**src/rtl/if_fetch_stage.sv**
```systemverilog
// Instruction-fetch stage: PC, in-order imem requests, fetch queue and IF/ID register.
// Define IF_PERF_CNT_EN to add the perf_fetch_cnt / perf_bubble_cnt outputs.
module if_fetch_stage #(
    parameter logic [31:0] RESET_PC   = 32'h0000_0000,
    parameter int unsigned FBUF_DEPTH = 2,
    parameter logic [31:0] NOP_INSTR  = 32'h0000_0013
) (
    input  logic        clk,
    input  logic        rst,
    output logic        imem_req,
    output logic [31:0] imem_addr,
    input  logic        imem_ready,
    input  logic        imem_rvalid,
    input  logic [31:0] imem_rdata,
    input  logic        id_stall_req,
    input  logic        ex_branch_flag,
    input  logic [31:0] ex_branch_addr,
    output logic [31:0] id_pc,
    output logic [31:0] id_instr,
`ifdef IF_PERF_CNT_EN
    output logic        id_valid,
    output logic [31:0] perf_fetch_cnt,
    output logic [31:0] perf_bubble_cnt
`else
    output logic        id_valid
`endif
);

    localparam int unsigned PtrW = (FBUF_DEPTH > 1) ? $clog2(FBUF_DEPTH) : 1;
    localparam int unsigned CntW = $clog2(FBUF_DEPTH + 1);

    typedef logic [PtrW-1:0] ptr_t;
    typedef logic [CntW-1:0] cnt_t;
    typedef logic [CntW:0]   wcnt_t;

    logic [31:0] fetch_pc_q;
    logic [31:0] tag_q  [FBUF_DEPTH];
    logic [31:0] data_q [FBUF_DEPTH];
    ptr_t        head_q;
    ptr_t        fill_q;
    ptr_t        tail_q;
    cnt_t        filled_cnt_q;
    cnt_t        inflight_q;
    cnt_t        discard_q;

    logic        pop;
    logic        hs;
    logic        rv_ok;
    logic        rv_keep;
    wcnt_t       demand;
    cnt_t        inflight_d;
    logic        unused_branch_lsb;

    assign unused_branch_lsb = ^ex_branch_addr[1:0];

    always_comb begin
        pop        = !ex_branch_flag && !id_stall_req && (filled_cnt_q != '0);
        // The entry leaving for ID this cycle frees a slot, keeping 1 instr/cycle at depth 2.
        demand     = wcnt_t'(filled_cnt_q) + wcnt_t'(inflight_q) - wcnt_t'(pop);
        imem_req   = !rst && !ex_branch_flag && (demand < wcnt_t'(FBUF_DEPTH));
        imem_addr  = fetch_pc_q;
        hs         = imem_req && imem_ready;
        rv_ok      = imem_rvalid && (inflight_q != '0);
        rv_keep    = rv_ok && (discard_q == '0);
        inflight_d = inflight_q + cnt_t'(hs) - cnt_t'(rv_ok);
    end

    always_ff @(posedge clk) begin
        if (rst) begin
            fetch_pc_q   <= RESET_PC;
            head_q       <= '0;
            fill_q       <= '0;
            tail_q       <= '0;
            filled_cnt_q <= '0;
            inflight_q   <= '0;
            discard_q    <= '0;
        end else if (ex_branch_flag) begin
            fetch_pc_q   <= {ex_branch_addr[31:2], 2'b00};
            head_q       <= '0;
            fill_q       <= '0;
            tail_q       <= '0;
            filled_cnt_q <= '0;
            inflight_q   <= inflight_d;
            // Everything still outstanding belongs to the squashed path.
            discard_q    <= inflight_d;
        end else begin
            if (hs) begin
                tail_q     <= tail_q + ptr_t'(1);
                fetch_pc_q <= fetch_pc_q + 32'd4;
            end
            if (rv_keep) begin
                fill_q <= fill_q + ptr_t'(1);
            end
            if (pop) begin
                head_q <= head_q + ptr_t'(1);
            end
            if (rv_ok && (discard_q != '0)) begin
                discard_q <= discard_q - cnt_t'(1);
            end
            filled_cnt_q <= filled_cnt_q + cnt_t'(rv_keep) - cnt_t'(pop);
            inflight_q   <= inflight_d;
        end
    end

    always_ff @(posedge clk) begin
        if (!rst && !ex_branch_flag) begin
            if (hs) begin
                tag_q[tail_q] <= fetch_pc_q;
            end
            if (rv_keep) begin
                data_q[fill_q] <= imem_rdata;
            end
        end
    end

    always_ff @(posedge clk) begin
        if (rst || ex_branch_flag) begin
            id_pc    <= 32'h0;
            id_instr <= NOP_INSTR;
            id_valid <= 1'b0;
        end else if (!id_stall_req) begin
            if (pop) begin
                id_pc    <= tag_q[head_q];
                id_instr <= data_q[head_q];
                id_valid <= 1'b1;
            end else begin
                id_pc    <= 32'h0;
                id_instr <= NOP_INSTR;
                id_valid <= 1'b0;
            end
        end
    end

`ifdef IF_PERF_CNT_EN
    always_ff @(posedge clk) begin
        if (rst) begin
            perf_fetch_cnt  <= 32'h0;
            perf_bubble_cnt <= 32'h0;
        end else if (ex_branch_flag || !id_stall_req) begin
            if (pop) begin
                perf_fetch_cnt <= perf_fetch_cnt + 32'd1;
            end else begin
                perf_bubble_cnt <= perf_bubble_cnt + 32'd1;
            end
        end
    end
`endif

    a_addr_aligned: assert property (@(posedge clk) disable iff (rst)
        imem_addr[1:0] == 2'b00);

    a_capacity: assert property (@(posedge clk) disable iff (rst)
        (wcnt_t'(filled_cnt_q) + wcnt_t'(inflight_q)) <= wcnt_t'(FBUF_DEPTH));

endmodule

```
**config.mk**
```make
export PLATFORM = sky130hd
export DESIGN_NAME = if_fetch_stage
export DESIGN_NICKNAME = d
export VERILOG_FILES = /design/src/rtl/if_fetch_stage.sv
export SDC_FILE = /design/constraint.sdc
export NUM_CORES = 1
export LEC_CHECK = 0
export CELL_PAD_IN_SITES_DETAIL_PLACEMENT = 1
export CELL_PAD_IN_SITES_GLOBAL_PLACEMENT = 1
export CORE_MARGIN = 2
export CORE_UTILIZATION = 40
export DETAILED_ROUTE_END_ITERATION = 8
export PLACE_DENSITY = 0.89
export RECOVER_POWER = 50
export SETUP_SLACK_MARGIN = 0.1
export SKIP_LAST_GASP = 1
export SYNTH_ARGS = -nofsm -noshare
export SYNTH_HDL_FRONTEND = slang
export SYNTH_SLANG_ARGS = --single-unit
```
**constraint.sdc**
```tcl
create_clock -name clk -period 6 [get_ports clk]
set_input_delay 1.2 -clock clk [delete_from_list [all_inputs] [get_ports clk]]
set_output_delay 1.2 -clock clk [all_outputs]
set_load 0.05 [all_outputs]
```
After elaboration in Yosys (flattened, before gate mapping)
Memories as Yosys holds them, arrays and structs flattened. A register that Yosys moved wholly into a read port is not among the register bits.
Cells that the tools add are included.

storage, ports and cells
  bits in writable memories = 128
  output and inout bits = 98
  bits of input ports = 70
  logic and storage cells = 61
  memories kept = 2
  register bits = 106

operators by class
  reduce and logical (&&, ||, !) cells = 19
  add/subtract/negate cells = 11
  $lt $le $gt $ge = 1
  mux-type cells = 17

memory list
  memory  words  width  rd ports  clocked after Yosys merged registers in  write ports  line  text
  data_q  2      32     1         1                                        1            38    logic [31:0] data_q [FBUF_DEPTH];
  tag_q   2      32     1         1                                        1            37    logic [31:0] tag_q [FBUF_DEPTH];

operators with widths
  operator                 number
  $mux W32                 4
  $add A32 B3 Y32 const B  1
  $mux W1                  11
  $reduce_bool A2 Y1       5
  $logic_and A1 B1 Y1      8
  $add A2 B1 Y2            2
  $mux W2                  2
  $sub A2 B1 Y2            2
  $add A1 B1 Y1 const B    3
  $add A2 B2 Y3            1
  $logic_not A1 Y1         3
  $lt A3 B2 Y1 const B     1
  $sub A3 B1 Y3            1
  $logic_not A2 Y1         1
  $reduce_or A2 Y1         1
  $sub A2 B1 Y2 const B    1
  $logic_or A1 B1 Y1       1

Longest topological paths before layout
  word-level depth = 10
  depth in mapped cells = 19
  depth with buffers taken out = 16

Worst setup path after synthesis
Ideal clock, no wire load.

  kind = input to register
  from = input port id_stall_req
  to = memory tag_q[0][10], enable pin
  arrival = 4882 ps
  library setup time = 417 ps
  stages on the path = 12
  required time = 5583 ps
  path buffers = 3
  setup slack = 701 ps
  cell sequence = clkbuf_1 > o21bai_1 > nand2b_1 > clkbuf_1 > clkbuf_1 > inv_1 > ha_1 > nand2b_1 > fa_1 > xor2_2 > nand4_4 > nor2_1

between the ends
  cells in the longest elaborated chain, start to end = 10

ends and longest elaborated chain
  item                               line  text
  from (decl)                        15    input logic id_stall_req,
  $logic_not A1 Y1                   n/a
  $logic_and A1 B1 Y1 (2 in series)  57    pop = !ex_branch_flag && !id_stall_req && (filled_cnt_q != '0);
  net pop                            46    logic pop;
  $sub A3 B1 Y3                      59    demand = wcnt_t'(filled_cnt_q) + wcnt_t'(inflight_q) - wcnt_t'(pop);
  $lt A3 B2 Y1                       60    imem_req = !rst && !ex_branch_flag && (demand < wcnt_t'(FBUF_DEPTH));
  $logic_and A1 B1 Y1                60
  $logic_and A1 B1 Y1                62    hs = imem_req && imem_ready;
  $mux W1                            107   if (hs) begin
  $mux W1                            106   if (!rst && !ex_branch_flag) begin
  $mux W1 (implied by the code)      108   tag_q[tail_q] <= fetch_pc_q;
  to (decl)                          37

The timed path passes the listed nets, and every way through them passes these cells.

Worst setup path after layout
  from = input port ex_branch_flag
  to = output port imem_req

between the ends
  cells in the longest elaborated chain, start to end = 6
  elaborated cells between the ends (all ways) = 7
  classes of those cells = add/sub: 1; order compare: 1; reduce/logical: 5

ends and longest elaborated chain
  item                               line  text
  from (decl)                        16    input logic ex_branch_flag,
  $logic_not A1 Y1                   57
  $logic_and A1 B1 Y1 (2 in series)  57
  net pop                            46
  $sub A3 B1 Y3                      59
  $lt A3 B2 Y1                       60
  $logic_and A1 B1 Y1                60
  to (decl)                          10    output logic imem_req,

The timed path passes the listed nets, and every way through them passes these cells.

==> out/metrics.yaml <==
period_share_pct: 81.9
dieArea_um2: 23200
grt_pass1_vias: 6777
powerDensity_nw_per_um2: 342
yosysMostFrequentCell: "nor2_1"
p_switching_uw: 1060
switching_share_pct: 27.0
insertion_delay_ns: 0.52
overflow: 0
fin_crit_ns: 4.92
synthTopCellsByCount: "nor2_1, edfxtp_1, dfxtp_1"
cts_setup_buffers: 0
portBuffers: 161
grt_first_pass_wirelength_um: 37700
irDropWorstVdd_v: 0.000200
synth_edf_count: 124
synth_seq_cells: 227
track_usage_pct: 20.2
drive_gt1_share_pct: 7.06
rsz0062_at_grt: "no"
ys_warn_count: 0
p_total_uw: 3940
clk_root_buffer_cell: "clkbuf_16"
drt-initial-drc-count: 349
io_pins: 168
netlist_area_um2: 8820
cp_num_buf_inv: 4
p_int_uw: 2880
synth.area.top_cells: "edfxtp_1, dfxtp_1, mux2i_1, nor2_1, a21oi_1"
crit_path_top_delay_cell: "dlygate4sd3_1"
place.gp.congestion: 0.807
max_stage_delay_ns: 0.65
worstSetupStartpointType: "input port"
start_util_pct: 40.5
clockPowerShare_pct: 39.5
drc: 0
crit_path_end_kind: "output pin"
grt_max_degree: 67
synth-main-ff-cell: "edfxtp_1"
ant_nets: 0
multi_input_area_um2: 2810
crit_path_cell_trace: "dlygate4sd3_1, clkinv_1, nand2b_2, inv_1, ha_1, nand2b_1, fa_1, xor2_2, and3_2, buf_12"
design.core.area_um2: 21800
cts_made_buffers: 25
fillers: 2287
syn_avg_cell_area_um2: 11.9
slew_headroom_pct: -117
drt-total-wl_um: 23900
critPathArrivalTime_ns: 3.72
cp_top_family: "buffers and inverters"
synth_area_leader_cell: "edfxtp_1"
cts_hold_buf: 0
holdWs_ns: 0.475
dp.cells: 1155
antenna_found_initial: 1
crit_type: "input port to output pin"
cts_sinks: 227
via_per_inst: 5.18
fin_ws_ns: 1.08
worstPathRequired_ns: 4.80
slew_viol_final: 196
setup_tns_ns: 0
num_vias: 6226
clk_path_buf_depth: 3
first_pass_iters: 4
areaGrowthSynthToFinish_pct: 30.8
place_ws_ns: 1.13
cts_resized: 0
fin_skew_ns: 0.0154
regArea_um2: 5790
hpwl_um: 15400
hold_viol: 0
ys_types: 42
clkTransAtPathRegs_ns: 0.05
violations: "capacitance limit, slew limit"
maxCapViolCount: 4
seqPwrFrac_pct: 45.9
fin_cells: 1202
synth_top_area_share_pct: 42.2
fmax_mhz: 203
reg2reg_slack_ns: 2.02
worst_slew_pin_slew_ns: 3.26
status: "finished with violations"
rows: 54
ys_seq_area_share_pct: 65.6
combinationalPowerShare_pct: 14.7
finalSetupViolations: 0
hold_path.class: "flop to flop"
dieWidth_um: 152
nets: 981
cts_tree: "done"
synthCells: 744
power.leakage_uw: 0.00383
async_flop_share_pct: 0
fp.dieH_um: 152
path_max_fanout: 4
wl_per_cell_um: 19.9
h-tree-depth: 1
## worst reg2reg max path, stage by stage, from the launching register on
cell	delay, ns
dfxtp_1	0.33
o21bai_1	0.29
nand2b_2	0.19
clkbuf_1	2.22
nor2_1	0.36
a21oi_1	0.30
nor2_1	0.06
## logic make-up after synthesis
kind of cell,count (synthesis),synth area share [%]
other,1,0.0425
AO/OA/AOI/OAI,105,6.66
buffers and inverters,59,2.71
adder cells (fa/ha/maj),9,1.36
AND/OR/NAND/NOR,240,12.3
flip-flops,227,65.6
XOR/XNOR,38,3.86
multiplexers,65,7.45
## power groups by stage
stage	sequential, uW	combinational [uW]	clock (uW)
floorplan	1880	319	0
global placement	1830	560	0
detailed placement	1840	583	0
CTS	1810	589	1590
global route	1820	629	1650
finish	1810	578	1560
## area by class of cell
type	count	share of cell area, %
antenna	1	0.0217
clock buffer	33	6.12
clock inverter	13	1.19
inverter	15	0.488
multi-input combinational	461	24.4
sequential	227	50.2
tap	280	3.04
timing repair buffer	172	14.6
## sequential cells by signal (all words and copies together) (netlist names), named ones only
signal and count:
head_q 1, filled_cnt_q 2, data_q 64, id_valid 1
discard_q 2, fill_q 1, id_instr 32, tag_q 60
tail_q 1, id_pc 30, inflight_q 2, imem_addr 30
## per-stage QoR
stage | area (um^2) | util [%]
after floorplan | 8830 | -
after global placement | 10700 | 49.3
after detailed placement | 10700 | 49.3
after CTS | 11600 | 53.1
after global routing | 11500 | 53.0
final | 11500 | 53.0
## layer usage
metal | global-route usage (%) | vias up | wire length, um
li1 | - | 2939 | -
met1 | 25.3 | 3084 | 10100
met2 | 35.6 | 155 | 12000
met3 | 2.93 | 48 | 936
met4 | 7.45 | 0 | 863
met5 | 0 | - | 0
## final timing paths
check | startpoint | end | cells past startpoint
max | ex_branch_flag | imem_req | 10
max reg2reg | filled_cnt_q[0] | id_pc[10] | 6
min reg2reg | id_valid | id_valid | 2
min | id_valid | id_valid | 2
## layout by cell type (no fill, tap or decap), drive strengths merged, types with 7 or more instances in the layout
cell	Yosys	final
nor2	149	149
clkdlybuf4s50	0	125
edfxtp	124	124
dfxtp	103	103
a21oi	77	77
mux2i	60	60
clkbuf	33	37
dlygate4sd3	0	34
nand2	29	29
xor2	25	25
nand4	17	17
inv	14	16
a211oi	14	14
xnor2	13	13
nand3	12	12
o22ai	10	10
buf	11	9
ha	8	8
clkinv	1	7
(Power assumes the default switching activity.)
